===== config.mk =====
export PLATFORM = sky130hd
export DESIGN_NAME = pipeline_controller_flat
export DESIGN_NICKNAME = d
export VERILOG_FILES = /design/src/rtl/pipeline_controller_if.sv /design/src/rtl/pipeline_controller.sv /design/src/flat_wrapper.sv
export SDC_FILE = /design/constraint.sdc
export NUM_CORES = 1
export LEC_CHECK = 0
export BUFFER_PORTS_ARGS = -buffer_cell sky130_fd_sc_hd__buf_2
export CAP_MARGIN = 10
export CORE_UTILIZATION = 25
export DETAILED_ROUTE_END_ITERATION = 16
export PLACE_DENSITY = 0.53
export SLEW_MARGIN = 20
export SYNTH_ARGS = -nofsm -noshare
export SYNTH_HDL_FRONTEND = slang
export SYNTH_SLANG_ARGS = --single-unit

===== constraint.sdc =====
create_clock -name clk -period 2.3 [get_ports clk]
set_input_delay 0.23 -clock clk [delete_from_list [all_inputs] [get_ports clk]]
set_output_delay 0.23 -clock clk [all_outputs]
set_load 0.02 [all_outputs]

===== src/rtl/pipeline_controller_if.sv =====
// rtl/pipeline_controller_if.sv - decode/hazard/forwarding control bundle between datapath and controller
interface pipeline_controller_if;
    logic [31:0] instr_D;
    logic        breq_flag;
    logic        brlt_flag;
    logic        bge_flag;
    logic [4:0]  read_reg_r1;
    logic [4:0]  read_reg_r2;
    logic [11:0] read_imm_12;
    logic [1:0]  imm_sel;
    logic [3:0]  alu_select;
    logic        asel;
    logic        bsel;
    logic        brun_en;
    logic [1:0]  ForwardAE;
    logic [1:0]  ForwardBE;
    logic        dm_write_en;
    logic        reg_write_en;
    logic [4:0]  reg_write_dest;
    logic [1:0]  wbsel;
    logic        stallF;
    logic        stallD;
    logic        flushD;
    logic        flushE;
    logic        pc_sel;

    modport master (
        output instr_D, breq_flag, brlt_flag, bge_flag,
        input  read_reg_r1, read_reg_r2, read_imm_12, imm_sel,
        input  alu_select, asel, bsel, brun_en, ForwardAE, ForwardBE,
        input  dm_write_en, reg_write_en, reg_write_dest, wbsel,
        input  stallF, stallD, flushD, flushE, pc_sel
    );

    modport slave (
        input  instr_D, breq_flag, brlt_flag, bge_flag,
        output read_reg_r1, read_reg_r2, read_imm_12, imm_sel,
        output alu_select, asel, bsel, brun_en, ForwardAE, ForwardBE,
        output dm_write_en, reg_write_en, reg_write_dest, wbsel,
        output stallF, stallD, flushD, flushE, pc_sel
    );
endinterface


===== src/rtl/pipeline_controller.sv =====
// rtl/pipeline_controller.sv - five-stage RV32 subset controller: decode, D/E/M/W control pipe, forwarding and hazards
module pipeline_controller (
    input  logic                 clk,
    input  logic                 reset,
    pipeline_controller_if.slave bus
);
    localparam logic [6:0] OP_R    = 7'b0110011;
    localparam logic [6:0] OP_I    = 7'b0010011;
    localparam logic [6:0] OP_LW   = 7'b0000011;
    localparam logic [6:0] OP_SW   = 7'b0100011;
    localparam logic [6:0] OP_BR   = 7'b1100011;
    localparam logic [6:0] OP_JALR = 7'b1100111;

    typedef struct packed {
        logic [3:0] alu;
        logic       asel;
        logic       bsel;
        logic       regwrite;
        logic       memwrite;
        logic [1:0] wbsel;
        logic       is_branch;
        logic       is_jalr;
        logic [2:0] funct3;
        logic [4:0] rd;
        logic [4:0] rs1;
        logic [4:0] rs2;
    } ctrl_t;

    ctrl_t      dec;
    ctrl_t      ctl_e;
    logic       reads_rs2;
    logic [1:0] imm_sel_d;

    logic       m_regwrite;
    logic       m_memwrite;
    logic [1:0] m_wbsel;
    logic [4:0] m_rd;
    logic       w_regwrite;
    logic [1:0] w_wbsel;
    logic [4:0] w_rd;

    logic       load_use;
    logic       br_taken;
    logic       redirect;

    // funct7[5] (instr[30]) picks sub for R-type only and sra for both R and I shifts.
    function automatic logic [3:0] alu_code(input logic [2:0] f3, input logic alt, input logic is_r);
        logic [3:0] code;
        case (f3)
            3'b000:  code = (is_r && alt) ? 4'b0001 : 4'b0000;
            3'b001:  code = 4'b0010;
            3'b010:  code = 4'b0011;
            3'b011:  code = 4'b0100;
            3'b100:  code = 4'b0101;
            3'b101:  code = alt ? 4'b0111 : 4'b0110;
            3'b110:  code = 4'b1000;
            default: code = 4'b1001;
        endcase
        return code;
    endfunction

    always_comb begin
        dec        = '0;
        reads_rs2  = 1'b0;
        imm_sel_d  = 2'b00;
        dec.rs1    = bus.instr_D[19:15];
        dec.rs2    = bus.instr_D[24:20];
        dec.funct3 = bus.instr_D[14:12];
        case (bus.instr_D[6:0])
            OP_R: begin
                dec.regwrite = 1'b1;
                dec.wbsel    = 2'b01;
                dec.rd       = bus.instr_D[11:7];
                dec.alu      = alu_code(bus.instr_D[14:12], bus.instr_D[30], 1'b1);
                reads_rs2    = 1'b1;
            end
            OP_I: begin
                dec.regwrite = 1'b1;
                dec.wbsel    = 2'b01;
                dec.rd       = bus.instr_D[11:7];
                dec.bsel     = 1'b1;
                dec.alu      = alu_code(bus.instr_D[14:12], bus.instr_D[30], 1'b0);
            end
            OP_LW: begin
                dec.regwrite = 1'b1;
                dec.rd       = bus.instr_D[11:7];
                dec.bsel     = 1'b1;
            end
            OP_SW: begin
                dec.memwrite = 1'b1;
                dec.bsel     = 1'b1;
                reads_rs2    = 1'b1;
                imm_sel_d    = 2'b01;
            end
            OP_BR: begin
                if (bus.instr_D[14:13] != 2'b01) begin
                    dec.is_branch = 1'b1;
                    dec.asel      = 1'b1;
                    dec.bsel      = 1'b1;
                    reads_rs2     = 1'b1;
                    imm_sel_d     = 2'b10;
                end
            end
            OP_JALR: begin
                dec.regwrite = 1'b1;
                dec.wbsel    = 2'b10;
                dec.rd       = bus.instr_D[11:7];
                dec.bsel     = 1'b1;
                dec.is_jalr  = 1'b1;
            end
            default: ;
        endcase
        if (dec.rd == 5'd0) begin
            dec.regwrite = 1'b0;
        end
    end

    always_comb begin
        case (imm_sel_d)
            2'b01:   bus.read_imm_12 = {bus.instr_D[31:25], bus.instr_D[11:7]};
            2'b10:   bus.read_imm_12 = {bus.instr_D[31], bus.instr_D[7], bus.instr_D[30:25], bus.instr_D[11:8]};
            default: bus.read_imm_12 = bus.instr_D[31:20];
        endcase
    end

    always_comb begin
        case (ctl_e.funct3)
            3'b000:         br_taken = bus.breq_flag;
            3'b001:         br_taken = ~bus.breq_flag;
            3'b100, 3'b110: br_taken = bus.brlt_flag;
            default:        br_taken = bus.bge_flag;
        endcase
    end

    // Only a load in EX (wbsel 00 with a real destination) can create a use hazard.
    assign load_use = ctl_e.regwrite && (ctl_e.wbsel == 2'b00) && (ctl_e.rd != 5'd0) &&
                      ((ctl_e.rd == dec.rs1) || (reads_rs2 && (ctl_e.rd == dec.rs2)));
    assign redirect = ctl_e.is_jalr || (ctl_e.is_branch && br_taken);

    always_comb begin
        bus.ForwardAE = 2'b00;
        if (ctl_e.rs1 != 5'd0 && m_regwrite && ctl_e.rs1 == m_rd) begin
            bus.ForwardAE = 2'b10;
        end else if (ctl_e.rs1 != 5'd0 && w_regwrite && ctl_e.rs1 == w_rd) begin
            bus.ForwardAE = 2'b01;
        end
        bus.ForwardBE = 2'b00;
        if (ctl_e.rs2 != 5'd0 && m_regwrite && ctl_e.rs2 == m_rd) begin
            bus.ForwardBE = 2'b10;
        end else if (ctl_e.rs2 != 5'd0 && w_regwrite && ctl_e.rs2 == w_rd) begin
            bus.ForwardBE = 2'b01;
        end
    end

    always_ff @(posedge clk or negedge reset) begin
        if (!reset) begin
            ctl_e      <= '0;
            m_regwrite <= 1'b0;
            m_memwrite <= 1'b0;
            m_wbsel    <= 2'b00;
            m_rd       <= 5'd0;
            w_regwrite <= 1'b0;
            w_wbsel    <= 2'b00;
            w_rd       <= 5'd0;
        end else begin
            if (redirect || load_use) begin
                ctl_e <= '0;
            end else begin
                ctl_e <= dec;
            end
            m_regwrite <= ctl_e.regwrite;
            m_memwrite <= ctl_e.memwrite;
            m_wbsel    <= ctl_e.wbsel;
            m_rd       <= ctl_e.rd;
            w_regwrite <= m_regwrite;
            w_wbsel    <= m_wbsel;
            w_rd       <= m_rd;
        end
    end

    assign bus.read_reg_r1    = bus.instr_D[19:15];
    assign bus.read_reg_r2    = bus.instr_D[24:20];
    assign bus.imm_sel        = imm_sel_d;
    assign bus.alu_select     = ctl_e.alu;
    assign bus.asel           = ctl_e.asel;
    assign bus.bsel           = ctl_e.bsel;
    assign bus.brun_en        = ctl_e.is_branch && (ctl_e.funct3[2:1] == 2'b11);
    assign bus.dm_write_en    = m_memwrite;
    assign bus.reg_write_en   = w_regwrite;
    assign bus.reg_write_dest = w_rd;
    assign bus.wbsel          = w_wbsel;
    assign bus.pc_sel         = redirect;
    assign bus.flushD         = redirect;
    assign bus.flushE         = redirect || load_use;
    assign bus.stallF         = load_use && !redirect;
    assign bus.stallD         = load_use && !redirect;
endmodule

===== src/flat_wrapper.sv =====
// flat-port wrapper written by rule: the top's interface ports become plain ports
module pipeline_controller_flat 
  (clk, reset, bus_instr_D, bus_breq_flag, bus_brlt_flag, bus_bge_flag, bus_read_reg_r1, bus_read_reg_r2, bus_read_imm_12, bus_imm_sel, bus_alu_select, bus_asel, bus_bsel, bus_brun_en, bus_ForwardAE, bus_ForwardBE, bus_dm_write_en, bus_reg_write_en, bus_reg_write_dest, bus_wbsel, bus_stallF, bus_stallD, bus_flushD, bus_flushE, bus_pc_sel);
  pipeline_controller_if bus_i ();
  input  logic clk;
  input  logic reset;
  input wire logic [$bits(bus_i.instr_D)-1:0] bus_instr_D;
  input wire logic [$bits(bus_i.breq_flag)-1:0] bus_breq_flag;
  input wire logic [$bits(bus_i.brlt_flag)-1:0] bus_brlt_flag;
  input wire logic [$bits(bus_i.bge_flag)-1:0] bus_bge_flag;
  output wire logic [$bits(bus_i.read_reg_r1)-1:0] bus_read_reg_r1;
  output wire logic [$bits(bus_i.read_reg_r2)-1:0] bus_read_reg_r2;
  output wire logic [$bits(bus_i.read_imm_12)-1:0] bus_read_imm_12;
  output wire logic [$bits(bus_i.imm_sel)-1:0] bus_imm_sel;
  output wire logic [$bits(bus_i.alu_select)-1:0] bus_alu_select;
  output wire logic [$bits(bus_i.asel)-1:0] bus_asel;
  output wire logic [$bits(bus_i.bsel)-1:0] bus_bsel;
  output wire logic [$bits(bus_i.brun_en)-1:0] bus_brun_en;
  output wire logic [$bits(bus_i.ForwardAE)-1:0] bus_ForwardAE;
  output wire logic [$bits(bus_i.ForwardBE)-1:0] bus_ForwardBE;
  output wire logic [$bits(bus_i.dm_write_en)-1:0] bus_dm_write_en;
  output wire logic [$bits(bus_i.reg_write_en)-1:0] bus_reg_write_en;
  output wire logic [$bits(bus_i.reg_write_dest)-1:0] bus_reg_write_dest;
  output wire logic [$bits(bus_i.wbsel)-1:0] bus_wbsel;
  output wire logic [$bits(bus_i.stallF)-1:0] bus_stallF;
  output wire logic [$bits(bus_i.stallD)-1:0] bus_stallD;
  output wire logic [$bits(bus_i.flushD)-1:0] bus_flushD;
  output wire logic [$bits(bus_i.flushE)-1:0] bus_flushE;
  output wire logic [$bits(bus_i.pc_sel)-1:0] bus_pc_sel;
  assign bus_i.instr_D = bus_instr_D;
  assign bus_i.breq_flag = bus_breq_flag;
  assign bus_i.brlt_flag = bus_brlt_flag;
  assign bus_i.bge_flag = bus_bge_flag;
  assign bus_read_reg_r1 = bus_i.read_reg_r1;
  assign bus_read_reg_r2 = bus_i.read_reg_r2;
  assign bus_read_imm_12 = bus_i.read_imm_12;
  assign bus_imm_sel = bus_i.imm_sel;
  assign bus_alu_select = bus_i.alu_select;
  assign bus_asel = bus_i.asel;
  assign bus_bsel = bus_i.bsel;
  assign bus_brun_en = bus_i.brun_en;
  assign bus_ForwardAE = bus_i.ForwardAE;
  assign bus_ForwardBE = bus_i.ForwardBE;
  assign bus_dm_write_en = bus_i.dm_write_en;
  assign bus_reg_write_en = bus_i.reg_write_en;
  assign bus_reg_write_dest = bus_i.reg_write_dest;
  assign bus_wbsel = bus_i.wbsel;
  assign bus_stallF = bus_i.stallF;
  assign bus_stallD = bus_i.stallD;
  assign bus_flushD = bus_i.flushD;
  assign bus_flushE = bus_i.flushE;
  assign bus_pc_sel = bus_i.pc_sel;
  pipeline_controller u_core (.clk(clk), .reset(reset), .bus(bus_i));
endmodule

# [Word-level counts from Yosys, hierarchy flattened]
# Cells that the tools add are included.
[totals] register_bits=47 inputBits=37
[op_classes] eq_ne=25 mux=26 bitwise_logic=1 n_reduce_logical=31
[op_table] operator="$pmux 4 s7" count=2
[op_table] operator="$eq 5x5->1" count=6
[op_table] operator="$mux 30" count=1
[op_table] operator="$pmux 11 s2" count=1
[op_table] operator="$eq 3x3->1 const B" count=5
[op_table] operator="$logic_and 1x1->1" count=15
[op_table] operator="$reduce_bool 5->1" count=3
[op_table] operator="$eq 7x6->1 const B" count=2
[op_table] operator="$eq 7x7->1 const B" count=2
[op_table] operator="$mux 1" count=11
[op_table] operator="$mux 2" count=4
[op_table] operator="$pmux 2 s2" count=2
[op_table] operator="$pmux 4 s2" count=1
[op_table] operator="$reduce_or 4->1" count=2
[op_table] operator="$eq 7x2->1 const B" count=1
[op_table] operator="$eq 7x5->1 const B" count=1
[op_table] operator="$eq 3x1->1 const B" count=2
[op_table] operator="$eq 3x2->1 const B" count=2
[op_table] operator="$logic_not 3->1" count=2
[op_table] operator="$reduce_or 2->1" count=3
[op_table] operator="$logic_not 5->1" count=1
[op_table] operator="$mux 5" count=1
[op_table] operator="$eq 2x2->1 const B" count=2
[op_table] operator="$pmux 1 s2" count=2
[op_table] operator="7 further kinds" count=9

# [Longest topological paths before layout]
[depth] depth_word=8 mapped_depth=8

# [Worst setup path before layout]
# Ideal clock, no wire load.
[synth_path] path_kind="register to output" start="register u_core.ctl_e[6] (netlist name)" end="output port bus_ForwardAE[0]" arrival_ns=1.897 t_required_ns=2.070 slack_ns=0.173 stages_incl_launch_ff=5 n_path_buf=0 path_cell_list="dfrtp_1 > or4_1 > nor2_1 > nor4_1 > nor4_1"
[synth_via] elab_chain_cells=5 elab_cells_between_ends=9 classes_between="eq/ne: 2; mux: 2; reduce/logical: 5"
[synth_lines] element="from (decl)" line="pipeline_controller.sv:30" text="ctrl_t ctl_e;"
[synth_lines] element="from (signal assigned)" line="pipeline_controller.sv:157" text="ctl_e <= '0;"
[synth_lines] element="from (signal assigned)" line="pipeline_controller.sv:167" text="ctl_e <= '0;"
[synth_lines] element="from (signal assigned)" line="pipeline_controller.sv:169" text="ctl_e <= dec;"
[synth_lines] element="$reduce_bool 5->1" line="pipeline_controller.sv:142, pipeline_controller.sv:144"
[synth_lines] element="$logic_and 1x1->1 (2 in a row)" line="pipeline_controller.sv:144" text="end else if (ctl_e.rs1 != 5'd0 && w_regwrite && ctl_e.rs1 == w_rd) begin"
[synth_lines] element="$mux 1" line="pipeline_controller.sv:144"
[synth_lines] element="$mux 2 *" line="pipeline_controller.sv:142" text="if (ctl_e.rs1 != 5'd0 && m_regwrite && ctl_e.rs1 == m_rd) begin"
[synth_lines] element="to (decl)" line="flat_wrapper.sv:19" text="output wire logic [$bits(bus_i.ForwardAE)-1:0] bus_ForwardAE;"
# Every way passes the cells marked *; elsewhere a longest branch is shown, timed or not.

# [Worst setup path after layout]
[layout_path] start="register u_core.ctl_e[10] (netlist name)" end="output port bus_stallF"
[layout_via] elab_chain_cells=5 elab_cells_between_ends=8 classes_between="eq/ne: 2; reduce/logical: 6"
[layout_lines] element="$eq 5x5->1" line="pipeline_controller.sv:137" text="((ctl_e.rd == dec.rs1) || (reads_rs2 && (ctl_e.rd == dec.rs2)));"
[layout_lines] element="$logic_and 1x1->1" line="pipeline_controller.sv:137"
[layout_lines] element="$logic_or 1x1->1" line="pipeline_controller.sv:137"
[layout_lines] element="$logic_and 1x1->1 *" line="pipeline_controller.sv:136" text="assign load_use = ctl_e.regwrite && (ctl_e.wbsel == 2'b00) && (ctl_e.rd != 5'd0) &&"
[layout_lines] element="$logic_and 1x1->1 *" line="pipeline_controller.sv:195" text="assign bus.stallF = load_use && !redirect;"
[layout_lines] element="to (decl)" line="flat_wrapper.sv:25" text="output wire logic [$bits(bus_i.stallF)-1:0] bus_stallF;"
# Marked as above.

==> flow_metrics.py <==
metrics = {
    "timing": {
        "hold_viol": 0,
        "max_freq_ghz": 0.4531,
        "slew_viol_final": 0,
        "slew_headroom_pct": 54.92,
        "min_period_ps": 2207,
        "min_period_over_period_pct": 95.97,
        "finClkSkew_ps": 6.895,
        "setup_viol_count_final": 0,
        "worst_slew_pin_slew_ps": 676.2,
    },
    "critical_path": {
        "startpoint": "u_core.ctl_e[10]",
        "cp_max_fo": 5,
        "path_class": "register to output pin",
        "critPathCaptureType": "output pin",
        "start_kind": "register",
        "r2r_start": "u_core.ctl_e[10]",
        "cp.arrival_ps": 1980,
        "required_ps": 2070,
    },
    "power_and_ir_drop": {
        "p_leak_uw": 0.001557,
        "power.density_nw_per_um2": 573.2,
        "max-vdd-ir-drop_mv": 0.2626,
    },
    "global_routing": {
        "grt_pass1_vias": 1954,
        "grt_antenna_before_repair": 0,
        "overflow": 0,
        "grt.total_usage_pct": 13.05,
        "grt_max_degree": 31,
        "grt_pass1_wl_mm": 10.06,
    },
    "route": {
        "antenna_left": 0,
        "wirelength_mm": 6.302,
        "vias": 2020,
        "drc": 0,
        "drt-initial-drc-count": 101,
        "avgRoutedWirePerCell_um": 13.94,
        "drtPass1Iterations": 4,
        "via_per_inst": 4.469,
    },
    "placed_design": {
        "place.gp.congestion": 0.8185,
        "port_buffers": 83,
        "hpwl_mm": 4.988,
        "placed_cell_area_um2": 2890,
    },
    "yosys": {
        "syn-num-nets": 286,
        "synth_seq_area_share_pct": 47.72,
        "avgSynthCellArea_um2": 9.766,
        "synth_edf_count": 0,
        "synth_flop_cell": "dfrtp_1",
        "synth_cells": 247,
        "synth.distinct_cells": 39,
        "async_flop_share_pct": 100.0,
        "synth_area_um2": 2412,
        "ys_ff_latch": 46,
        "yosysWarnings": 0,
    },
    "final_layout": {
        "final_nets": 361,
        "fin_util_pct": 33.09,
        "layout-drive-gt1-share_pct": 35.29,
        "mostFrequentLayoutCells": "83 x buf_2, 45 x dfrtp_1, 23 x nand2_1",
        "area_growth_pct": 27.33,
        "layout_commonest_cell": "buf_2",
        "postLayoutCellArea_um2": 3072,
        "diodes": 0,
    },
    "floorplanning": {
        "die-area_um2": 10050,
        "fp.dieH_um": 100.2,
        "rows": 35,
        "coreArea_um2": 9284,
        "chipWidth_um": 100.2,
        "io_pins": 86,
        "start_util_pct": 25.98,
    },
    "clocking": {
        "htreeDepth": 2,
        "root_buffer": "clkbuf_8",
        "clock_sinks": 46,
        "clk_pin_slew_ps": 90,
        "clock_path_buffers": 2,
        "insertion_delay_ps": 290,
        "cts_buffers": 5,
        "tritoncts": "done",
    },
    "worst_hold_path": {
        "holdCritStartpoint": "bus_instr_D[18]",
        "hold_path_class": "primary input to register",
    },
    "status": {
        "outcome": "complete, no violations",
    },
    "flow_run": {
        "drv_cap": 0,
    },
}
==> critical path, cell delays in order, from the launching register on <==
cell and delay (ps):
dfrtp_2 450, or4_1 540, o211ai_1 290, a21oi_4 80
and2_1 170, buf_2 150
==> synthesized netlist by cell type (all sizes together), types with 2 or more instances <==
master / n / area, um^2
a21oi: 3 / 15.01
a22o: 6 / 52.55
a22oi: 5 / 37.54
and3: 3 / 20.02
buf: 19 / 143.9
clkbuf: 7 / 26.28
dfrtp: 46 / 1151
ha: 2 / 25.02
inv: 5 / 18.77
nand2: 23 / 86.33
nand2b: 2 / 12.51
nand3: 6 / 30.03
nand3b: 4 / 30.03
nand4: 6 / 37.54
nand4b: 3 / 26.28
nor2: 22 / 85.09
nor2b: 6 / 37.54
nor3: 10 / 50.05
nor4: 10 / 62.56
o21ai: 10 / 50.05
or3: 2 / 12.51
or4: 7 / 56.30
xnor2: 19 / 166.4
xor2: 11 / 96.34
==> registers in the layout, summed over array words and instances (netlist names) <==
name                       cells
u_core.bus.wbsel               2
u_core.bus.reg_write_en        1
u_core.ctl_e                  23
u_core.bus.reg_write_dest      5
u_core.m_rd                    5
u_core.bus.bsel                1
u_core.bus.dm_write_en         1
u_core.bus.asel                1
u_core.m_regwrite              1
u_core.bus.alu_select          4
u_core.m_wbsel                 2
==> cell type report <==
type / instances / area [um^2]
clock inverter: 3 / 68.82
tap: 129 / 161.4
fill: 1013 / 6212
timing repair buffer: 94 / 500.5
clock buffer: 5 / 68.82
inverter: 5 / 18.77
sequential: 46 / 1152
multi-input combinational: 170 / 1101
==> per-layer routing <==
layer	wire length (um)	track usage (%)	vias to the layer above	share of wire, %
met4	30	3.344	0	0.48
met5	0	0	-	0
met3	323	2.925	2	5.1
met2	2940	20.86	79	47
li1	-	-	998	-
met1	3007	17.85	941	48
==> logic make-up after synthesis <==
group | share of synthesized area, %
XOR/XNOR | 10.89
AO/OA/AOI/OAI | 8.144
flip-flops | 47.72
adder cells (fa/ha/maj) | 1.037
AND/OR/NAND/NOR | 24.38
buffers and inverters | 7.832
==> metrics by stage <==
step           hold slack (ps)  setup WS [ps]  power (uW)  instances  setup TNS, ps
2_1_floorplan           -65.59          173.5       979.3        247              0
3_3_place_gp             298.7          216.4        1071        442              0
3_5_place_dp             313.6          118.7        1075        442              0
4_1_cts                  165.3          37.41        1784        451              0
5_1_grt                  160.2         -16.45        1847        452         -34.23
6_report                 176.3          92.76        1761        452              0
==> repair_timing <==
action | 4_1_cts | 5_1_grt
setup buffers | 0 | 1
gates resized for setup | 3 | 4
pin swaps | 0 | 3
endpoints found under the hold margin | 28 | 0
hold buffers | 1 | 0
setup endpoints to repair | 4 | 12
==> path summary, 6_finish.rpt <==
check	depth (start not counted)	end	slack, ps
setup reg to reg	5	u_core.ctl_e[21]	250
setup / recovery	5	bus_stallF	90
min in group asynchronous	2	u_core.bus.reg_write_dest[3]	520
max in group asynchronous	3	u_core.ctl_e[10]	1180
hold reg to reg	0	u_core.bus.wbsel[1]	370
hold / removal	3	u_core.ctl_e[8]	180
==> report_power, final <==
group	switching (uW)	total, uW	internal (uW)
Sequential	20.5	847	826
Combinational	127	213	85.7
Clock	267	702	435
No activity file was read; power rests on OpenSTA's default activity.
